### src/rtl/mem_port_arbiter.sv
// Arbitrates the shared memory port between instruction fetch and the MEM stage.
// Optional per-access wait timeout with sticky busErr, enabled by defining ARB_TIMEOUT_EN.
module mem_port_arbiter #(
   parameter int ADDR_W         = 32,
   parameter int DATA_W         = 32,
   parameter int IF_MAX_SKIP    = 4,
   parameter int TIMEOUT_CYCLES = 255
) (
   input  logic              clk,
   input  logic              reset,
   input  logic              ifReq,
   input  logic [ADDR_W-1:0] ifAddr,
   output logic [DATA_W-1:0] ifRdata,
   output logic              ifAck,
   input  logic              memReq,
   input  logic              memWe,
   input  logic [ADDR_W-1:0] memAddr,
   input  logic [DATA_W-1:0] memWdata,
   output logic [DATA_W-1:0] memRdata,
   output logic              memAck,
   output logic              stall,
   output logic              ramReq,
   output logic              ramWe,
   output logic [ADDR_W-1:0] ramAddr,
   output logic [DATA_W-1:0] ramWdata,
   input  logic [DATA_W-1:0] ramRdata,
   input  logic              ramReady,
   output logic              busErr
);

   // state    | meaning
   // IDLE     | arbitrate between ifReq and memReq
   // BUSY_IF  | fetch outstanding on the memory port
   // BUSY_MEM | load/store outstanding on the memory port
   // RESP     | one-cycle ack to the winner; requests ignored
   typedef enum logic [1:0] {IDLE, BUSY_IF, BUSY_MEM, RESP} state_t;

   localparam logic [3:0] SKIP_LIM = 4'(IF_MAX_SKIP);

   if (IF_MAX_SKIP < 1 || IF_MAX_SKIP > 15 || TIMEOUT_CYCLES < 1) begin : g_param_chk
      $error("mem_port_arbiter: IF_MAX_SKIP must be 1..15 and TIMEOUT_CYCLES >= 1");
   end

   state_t     state;
   logic [3:0] skip_cnt;
   logic       timeout_hit;
   logic       busy;

   assign busy  = (state == BUSY_IF) || (state == BUSY_MEM);
   assign stall = (ifReq & ~ifAck) | (memReq & ~memAck);

`ifdef ARB_TIMEOUT_EN
   localparam int WAIT_W = $clog2(TIMEOUT_CYCLES + 1);

   logic [WAIT_W-1:0] wait_tmr;
   logic              bus_err_q;

   // down-counter loaded on grant; terminal count with no ready aborts the access
   assign timeout_hit = busy && !ramReady && (wait_tmr == '0);
   assign busErr      = bus_err_q;

   always_ff @(posedge clk) begin
      if (reset) begin
         wait_tmr  <= '0;
         bus_err_q <= 1'b0;
      end else begin
         if (state == IDLE)
            wait_tmr <= WAIT_W'(TIMEOUT_CYCLES - 1);
         else if (busy && !ramReady && wait_tmr != '0)
            wait_tmr <= wait_tmr - 1'b1;
         if (timeout_hit)
            bus_err_q <= 1'b1;
      end
   end
`else
   assign timeout_hit = 1'b0;
   assign busErr      = 1'b0;
`endif

   always_ff @(posedge clk) begin
      if (reset) begin
         state    <= IDLE;
         skip_cnt <= '0;
         ifRdata  <= '0;
         memRdata <= '0;
         ifAck    <= 1'b0;
         memAck   <= 1'b0;
         ramReq   <= 1'b0;
         ramWe    <= 1'b0;
         ramAddr  <= '0;
         ramWdata <= '0;
      end else begin
         case (state)
            IDLE: begin
               // MEM is older in the pipeline, but IF gets through after SKIP_LIM losses
               if (memReq && (skip_cnt < SKIP_LIM || !ifReq)) begin
                  state    <= BUSY_MEM;
                  ramReq   <= 1'b1;
                  ramWe    <= memWe;
                  ramAddr  <= memAddr;
                  ramWdata <= memWdata;
                  if (ifReq)
                     skip_cnt <= skip_cnt + 4'd1;
               end else if (ifReq) begin
                  state    <= BUSY_IF;
                  ramReq   <= 1'b1;
                  ramWe    <= 1'b0;
                  ramAddr  <= ifAddr;
                  ramWdata <= '0;
                  skip_cnt <= '0;
               end
            end
            BUSY_IF: begin
               if (ramReady || timeout_hit) begin
                  state   <= RESP;
                  ramReq  <= 1'b0;
                  ifAck   <= 1'b1;
                  ifRdata <= ramReady ? ramRdata : '0;
               end
            end
            BUSY_MEM: begin
               if (ramReady || timeout_hit) begin
                  state  <= RESP;
                  ramReq <= 1'b0;
                  memAck <= 1'b1;
                  if (!ramReady)
                     memRdata <= '0;
                  else if (!ramWe)
                     memRdata <= ramRdata;
               end
            end
            RESP: begin
               state  <= IDLE;
               ifAck  <= 1'b0;
               memAck <= 1'b0;
            end
            default: state <= IDLE;
         endcase
      end
   end

endmodule

### config.mk
export PLATFORM = sky130hd
export DESIGN_NAME = mem_port_arbiter
export DESIGN_NICKNAME = d
export VERILOG_FILES = /design/src/rtl/mem_port_arbiter.sv
export SDC_FILE = /design/constraint.sdc
export NUM_CORES = 1
export LEC_CHECK = 0
export ABC_AREA = 1
export ABC_CLOCK_PERIOD_IN_PS = 1280
export BUFFER_PORTS_ARGS = -buffer_cell sky130_fd_sc_hd__buf_2
export CAP_MARGIN = 20
export CORE_UTILIZATION = 35
export DETAILED_ROUTE_END_ITERATION = 10
export GPL_TIMING_DRIVEN = 1
export PLACE_DENSITY_LB_ADDON = 0.25
export SLEW_MARGIN = 30
export SYNTH_ARGS = -nofsm -noshare
export SYNTH_HDL_FRONTEND = slang
export SYNTH_SLANG_ARGS = --single-unit
### constraint.sdc
create_clock -name clk -period 1.28 [get_ports clk]
set_input_delay 0.256 -clock clk [delete_from_list [all_inputs] [get_ports clk]]
set_output_delay 0.256 -clock clk [all_outputs]
set_load 0.005 [all_outputs]
==> results of run 1 <==
## metrics by stage
stage               cells  setup slack (ns)  power [mW]
floorplan             765           0.00283        8.88
global placement     1221           -0.0494        10.9
detailed placement   1221           -0.0758        11.0
finish               1275           -0.0675        18.0
CTS                  1263           -0.0487        16.9
global route         1274            -0.129        19.2
## what timing repair did
action / 4_1_cts / 5_1_grt
cloned: 4 / 4
buffers inserted: 6 / 8
resized for setup: 51 / 185
endpoints found under the setup margin: 133 / 134
pin swaps: 7 / 26
## worst max path at each step
stage                                 to
3_5_place_dp    skip_cnt[1]$_SDFFE_PP0P_
3_3_place_gp       state[0]$_SDFFE_PP0P_
4_1_cts                            stall
5_1_grt        memRdata[10]$_SDFFE_PP0P_
6_report        ramWdata[9]$_SDFFE_PP0P_
2_1_floorplan   ramAddr[30]$_SDFFE_PP0P_
## area by class of cell
class / instances / area (µm²) / area share [%]
flip-flops and latches: 138 / 2770 / 31.5
well taps: 211 / 264 / 3.01
clock inverters: 10 / 140 / 1.60
clock buffers: 22 / 474 / 5.40
inverters: 42 / 171 / 1.95
repair buffers: 320 / 2110 / 24.1
multi-input cells: 531 / 2850 / 32.4
diodes: 1 / 2.50 / 0.0285
## per-layer routing
layer / vias up / GRT usage (%) / share of wire, %
li1: 3018 / - / -
met1: 2686 / 25.9 / 45
met2: 176 / 31.1 / 47
met3: 27 / 7.30 / 6.1
met4: 0 / 7.89 / 1.9
met5: - / 0 / 0
## kinds of logic after synthesis
logic type,share of synthesized area [%]
other,0.0675
AOI/OAI and AO/OA,13.2
and+or+nand+nor,27.4
adders and majority gates,1.35
buffers and inverters,7.81
muxes,0.180
DFF,49.7
xor gates and xnor gates,0.315
## registers in the layout, indices dropped and copies added (netlist names)
name      count
ramWe         1
skip_cnt      4
memRdata     32
ifAck         1
memAck        1
ramAddr      32
ramWdata     32
ifRdata      32
ramReq        1
state         2
## worst min-delay path: cells and delay by family
| family | cells | cell delay [ns] |
|---|---|---|
| AND/OR/NAND/NOR | 2 | 0.11 |
| buffers and inverters | 1 | 0.09 |
## where the power goes
group | switching (mW) | internal, mW | total (mW)
Combinational | 3.54 | 3.37 | 6.91
Sequential | 0.638 | 5.40 | 6.04
Clock | 1.86 | 3.22 | 5.08
## synthesized netlist by cell type (all sizes together)
library cell    n  area share, %
conb            1          0.067
ha              6            1.4
clkinv          2           0.16
inv            40            2.7
o21bai          1           0.14
o21a            1           0.27
clkbuf         22            1.5
o22ai           1           0.11
o21ai         100            9.2
a21oi          38            3.4
buf            32            3.5
nor2          201             14
xor2            2           0.32
dfxtp         138             50
nor3            1          0.090
nand3          67            6.0
nor3b           1           0.14
nand2         110            7.6
mux2i           1           0.18
## layout by cell type, fill, tap and decap left out, types with 4 or more instances in the layout
cell	synthesis	final
buf_2	22	265
nor2_1	201	137
dfxtp_1	138	133
nand2_1	109	105
nand3_1	67	64
nor2_2	0	55
o21ai_1	5	45
inv_1	40	36
o21ai_2	0	29
o21ai_0	94	25
buf_4	4	22
clkbuf_16	0	20
a21oi_1	38	19
a21oi_2	0	19
buf_12	0	16
nor2_4	0	9
buf_6	4	9
dfxtp_2	0	5
buf_16	0	4
==> run metrics, run 1 <==
Final Critical Period=1.35 ns; clock sink total=138; Final nets=1190; Hold Vio Cnt, Final=0; total grt overflow=0; PwrDens=2050 mW/mm²; status=finished with violations; Tcrit/Tclk final=105%; Max Fclk=742 MHz; root buf cell=clkbuf_16; Die X=128 µm; first-pass GRT wire length=25.9 mm; synth warn=0; # port buffers=266; clock buffer depth=2; hold_buf cts=0; area grow syn2layout=58.1%; Yosys cell types=26; largest net degree at the start of global routing=63; synthesized area=0.00556 mm²; Reg clk slew, reported paths=0.06 ns; dpl cell area=0.00729 mm²; crit path from=state[1]$_SDFFE_PP0P_; RSZ-0062 raised after global routing=yes; CTS buffer count=17; worst r2r src=state[1]$_SDFFE_PP0P_; Top Ports=268; violated checks=negative setup slack; Final setup viols=71; initial DRC count=216; die height=128 µm; HPWL after detailed placement=11.3 mm; initial antenna violation count=1; Critical path buffers and inverters=3; Setup WS post-layout=-0.0675 ns; Layout Skew=0.00599 ns; layout cells sized above 1=45.9%; vias in the first global route=5172; global placement routability congestion=0.774; row count=45; synthesized netlist cell count=765; average cell area after synthesis=7.26 µm²; WP depth=7; hold_ws=0.0698 ns; WL/cell=13.6 µm; leakage power=4.41 nW; all-layer global routing usage=20.3%; Vias=5907; flop2flop setup slack=-0.07 ns; worst path arrival time=1.65 ns; syn_nets=905; Worst Hold Path Cells=3; full die area=0.0164 mm²; R2R cell count=7; WP data required=1.59 ns; Peak VDD IR=1.30 mV; CP Launch Type=flip-flop; critical path peak fanout=14; CTS tree=built; final core utilization=57.2%; worst min path class=in -> reg; #FFs+latches synth=138; Fill cells=1480; WHS Endpoint=memRdata[17]$_SDFFE_PP0P_; setup TNS=-2.38 ns; Min-Delay Startpoint=ramRdata[17]; H-tree depth=4; design area=0.00878 mm²; RR Endpoint=ramWdata[9]$_SDFFE_PP0P_; most used cell, CP=buf_12; final WL=17.3 mm; Crit-path slowest cell=dfxtp_2; Setup CP Type=reg -> reg; Starting Density=36.1%; register area share after synthesis=49.7%; Initial DRT Pass Iterations=4; Vias/cell=4.63; clk_lat worst skew=0.42 ns; Residual DRC=0; core area=0.0154 mm²; delay-heaviest family, CP=compound AO/OA/AOI/OAI gates; Setup crit end kind=flip-flop; Final Max Slew Viols=0; Crit path largest cell delay=0.34 ns; DRT antenna net count=0; Max Cap Violations=0; CP cell instances=inv_2 -> ha_4 -> o21a_4 -> buf_12 -> buf_12 -> o21ai_1 -> a21oi_2
(Power assumes the default switching activity.)
==> inputs of run 2 (changes only) <==
--- a/config.mk
+++ b/config.mk
@@ -12,6 +12,7 @@
 export CORE_UTILIZATION = 35
 export DETAILED_ROUTE_END_ITERATION = 10
 export GPL_TIMING_DRIVEN = 1
+export HOLD_SLACK_MARGIN = 0.12
 export PLACE_DENSITY_LB_ADDON = 0.25
 export SLEW_MARGIN = 30
 export SYNTH_ARGS = -nofsm -noshare
==> run 2 against run 1 <==
The run still ends with negative setup slack left. Clock skew down 0.0012 ns. Non-clock buffer count rose by 90. Largest cell class is now non-clock buffers. Critical endpoint is now ramWdata[28]$_SDFFE_PP0P_. First-iteration DRC count is 12% higher.
==> run metrics, run 2 (synthesis results as in run 1) <==
worst r2r src=state[1]$_SDFFE_PP0P_; clock buffer depth=2 (unchanged); critical path peak fanout=13 (-1); leakage power=4.82 nW (+9.4%); Final Critical Period=1.35 ns (+0.00168 ns); Starting Density=36.1% (unchanged); Critical path buffers and inverters=4 (+1); Final nets=1280 (+7.6%); most used cell, CP=buf_12; most frequent cells in the layout=265 x buf_2, 148 x nor2_1, 133 x dfxtp_1; Setup crit end=ramWdata[28]$_SDFFE_PP0P_; flop2flop setup slack=-0.07 ns (about the same); Setup CP Type=reg -> reg; area grow syn2layout=75.3%; worst path arrival time=1.70 ns (+0.05 ns); # port buffers=266 (unchanged); Tcrit/Tclk final=105% (+0.13 points); root buf cell=clkbuf_16; Die X=128 µm (unchanged); DRT antenna net count=0 (unchanged); vias in the first global route=5782 (+12%); delay-heaviest family, CP=buffers and inverters; violated checks=negative setup slack; row count=45 (unchanged); layout cells sized above 1=42.8% (-3.1 points); largest net degree at the start of global routing=63 (unchanged); Vias/cell=4.72 (+1.8%); commonest non-fill, non-tap cell in the layout=buf_2; setup TNS=-2.58 ns (-0.196 ns); Min-Delay Startpoint=ifAddr[15]; Reg clk slew, reported paths=0.06 ns (about the same); Setup crit end kind=flip-flop; status=finished with violations; RSZ-0062 raised after global routing=yes; final WL=19.3 mm (+11%); Final setup viols=86 (+21%); Vias=6436 (+9.0%); Top Ports=268 (unchanged); all-layer global routing usage=21.9% (+1.7 points); Final Max Slew Viols=0 (unchanged); final core utilization=63.4% (+6.2 points); core area=0.0154 mm² (unchanged); WL/cell=14.1 µm (+4.0%); HPWL after detailed placement=11.3 mm (unchanged); R2R cell count=7 (unchanged); Placed Cells incl. Taps=1221 (unchanged); Max Cap Violations=0 (unchanged); initial DRC count=242 (+12%); Hold Vio Cnt, Final=0 (unchanged); initial antenna violation count=1 (unchanged); CTS tree=built; Peak VDD IR=1.12 mV (-14%); clk_lat worst skew=0.42 ns (about the same); Crit-path slowest cell=dfxtp_2; Layout Skew=0.00475 ns (-0.00124 ns); CP Launch Type=flip-flop; full die area=0.0164 mm² (unchanged); die height=128 µm (unchanged); WP data required=1.63 ns (+0.04 ns); Residual DRC=0 (unchanged); WP depth=7 (unchanged); CP cell instances=inv_2 -> ha_4 -> o21a_4 -> buf_12 -> buf_12 -> buf_16 -> a21oi_2; pre-CTS WS=-0.0758 ns (unchanged); PwrDens=1900 mW/mm² (-7.3%); total grt overflow=0 (unchanged); CTS buffer count=17 (unchanged); Max Fclk=741 MHz (-0.12%); Initial DRT Pass Iterations=6 (+2); global placement routability congestion=0.774 (unchanged); Setup WS post-layout=-0.0692 ns (-0.00169 ns); RR Endpoint=ramWdata[28]$_SDFFE_PP0P_; Post-Layout Cell Count=1365 (+7.1%); first-pass GRT wire length=28.3 mm (+9.0%); Crit path largest cell delay=0.34 ns (about the same); crit path from=state[1]$_SDFFE_PP0P_; clock sink total=138 (unchanged); worst min path class=in -> reg; H-tree depth=4 (unchanged)
==> run 2: changes by cell type in the layout (fill, tap and decap cells not counted) <==
| cell | previous run | this run |
|---|---|---|
| a21oi_1 | 19 | 16 |
| a21oi_2 | 19 | 22 |
| buf_12 | 16 | 17 |
| buf_4 | 22 | 21 |
| buf_8 | 1 | 0 |
| clkbuf_16 | 20 | 23 |
| dlygate4sd3_1 | 0 | 88 |
| nor2_1 | 137 | 148 |
| nor2_2 | 55 | 49 |
| nor2_4 | 9 | 4 |
| o21ai_0 | 25 | 22 |
| o21ai_1 | 45 | 37 |
| o21ai_2 | 29 | 40 |
==> run 2: worst min-delay path by stage <==
stage	endpoint	cells after the start
floorplan	memRdata[0]$_SDFFE_PP0P_	2
global placement	ifRdata[2]$_SDFFE_PP0P_	2
CTS	ramAddr[15]$_SDFFE_PP0P_	5
detailed placement	ifRdata[1]$_SDFFE_PP0P_	2
finish	ramAddr[15]$_SDFFE_PP0P_	5
global route	ramAddr[15]$_SDFFE_PP0P_	5
==> run 2: tightest hold or removal path, stage by stage <==
cell     delay, ns
buf_2         0.07
nand2_1       0.05
nand3_1       0.06
nand2_1       0.04
inv_1         0.04
==> run 2: report_power, final <==
part           total, mW  internal, mW  switching [mW]
registers           6.07          5.40           0.667
clock network       5.09          3.22            1.86
logic               7.37          3.67            3.69
total               18.5          12.3            6.22
==> run 2: layout make-up <==
class / instances / area [µm²]
clock buffers: 22 / 474
fillers: 1333 / 5630
well taps: 211 / 264
flip-flops and latches: 138 / 2770
repair buffers: 410 / 3070
inverters: 42 / 171
clock inverters: 10 / 140
multi-input cells: 531 / 2850
diodes: 1 / 2.50
==> run 2: repair_timing <==
action / in CTS / in global routing
resized for setup: 51 / 184
setup endpoints to repair: 133 / 134
buffers inserted: 6 / 6
endpoints found under the hold margin: 115 / 0
pin swaps: 7 / 34
cloned: 4 / 7
hold buffers: 88 / 0
==> run 2: layer usage <==
layer,up-vias,track usage (%),part of all wire (%)
li1,3204,-,-
met1,2948,26.3,42
met2,235,36.1,49
met3,49,7.22,5.8
met4,0,9.27,2.7
met5,-,0,0
==> run 2: stage by stage <==
| stage | power (mW) | hold WS (ns) | instance area [µm²] |
|---|---|---|---|
| 4_1_cts | 17.1 | 0.123 | 9070 |
| 3_3_place_gp | 10.9 | 0.456 | 7290 |
| 3_5_place_dp | 11.0 | 0.466 | 7290 |
| 5_1_grt | 19.6 | 0.141 | 9740 |
| 6_report | 18.5 | 0.141 | 9740 |
| 2_1_floorplan | 8.88 | 0.391 | 5580 |
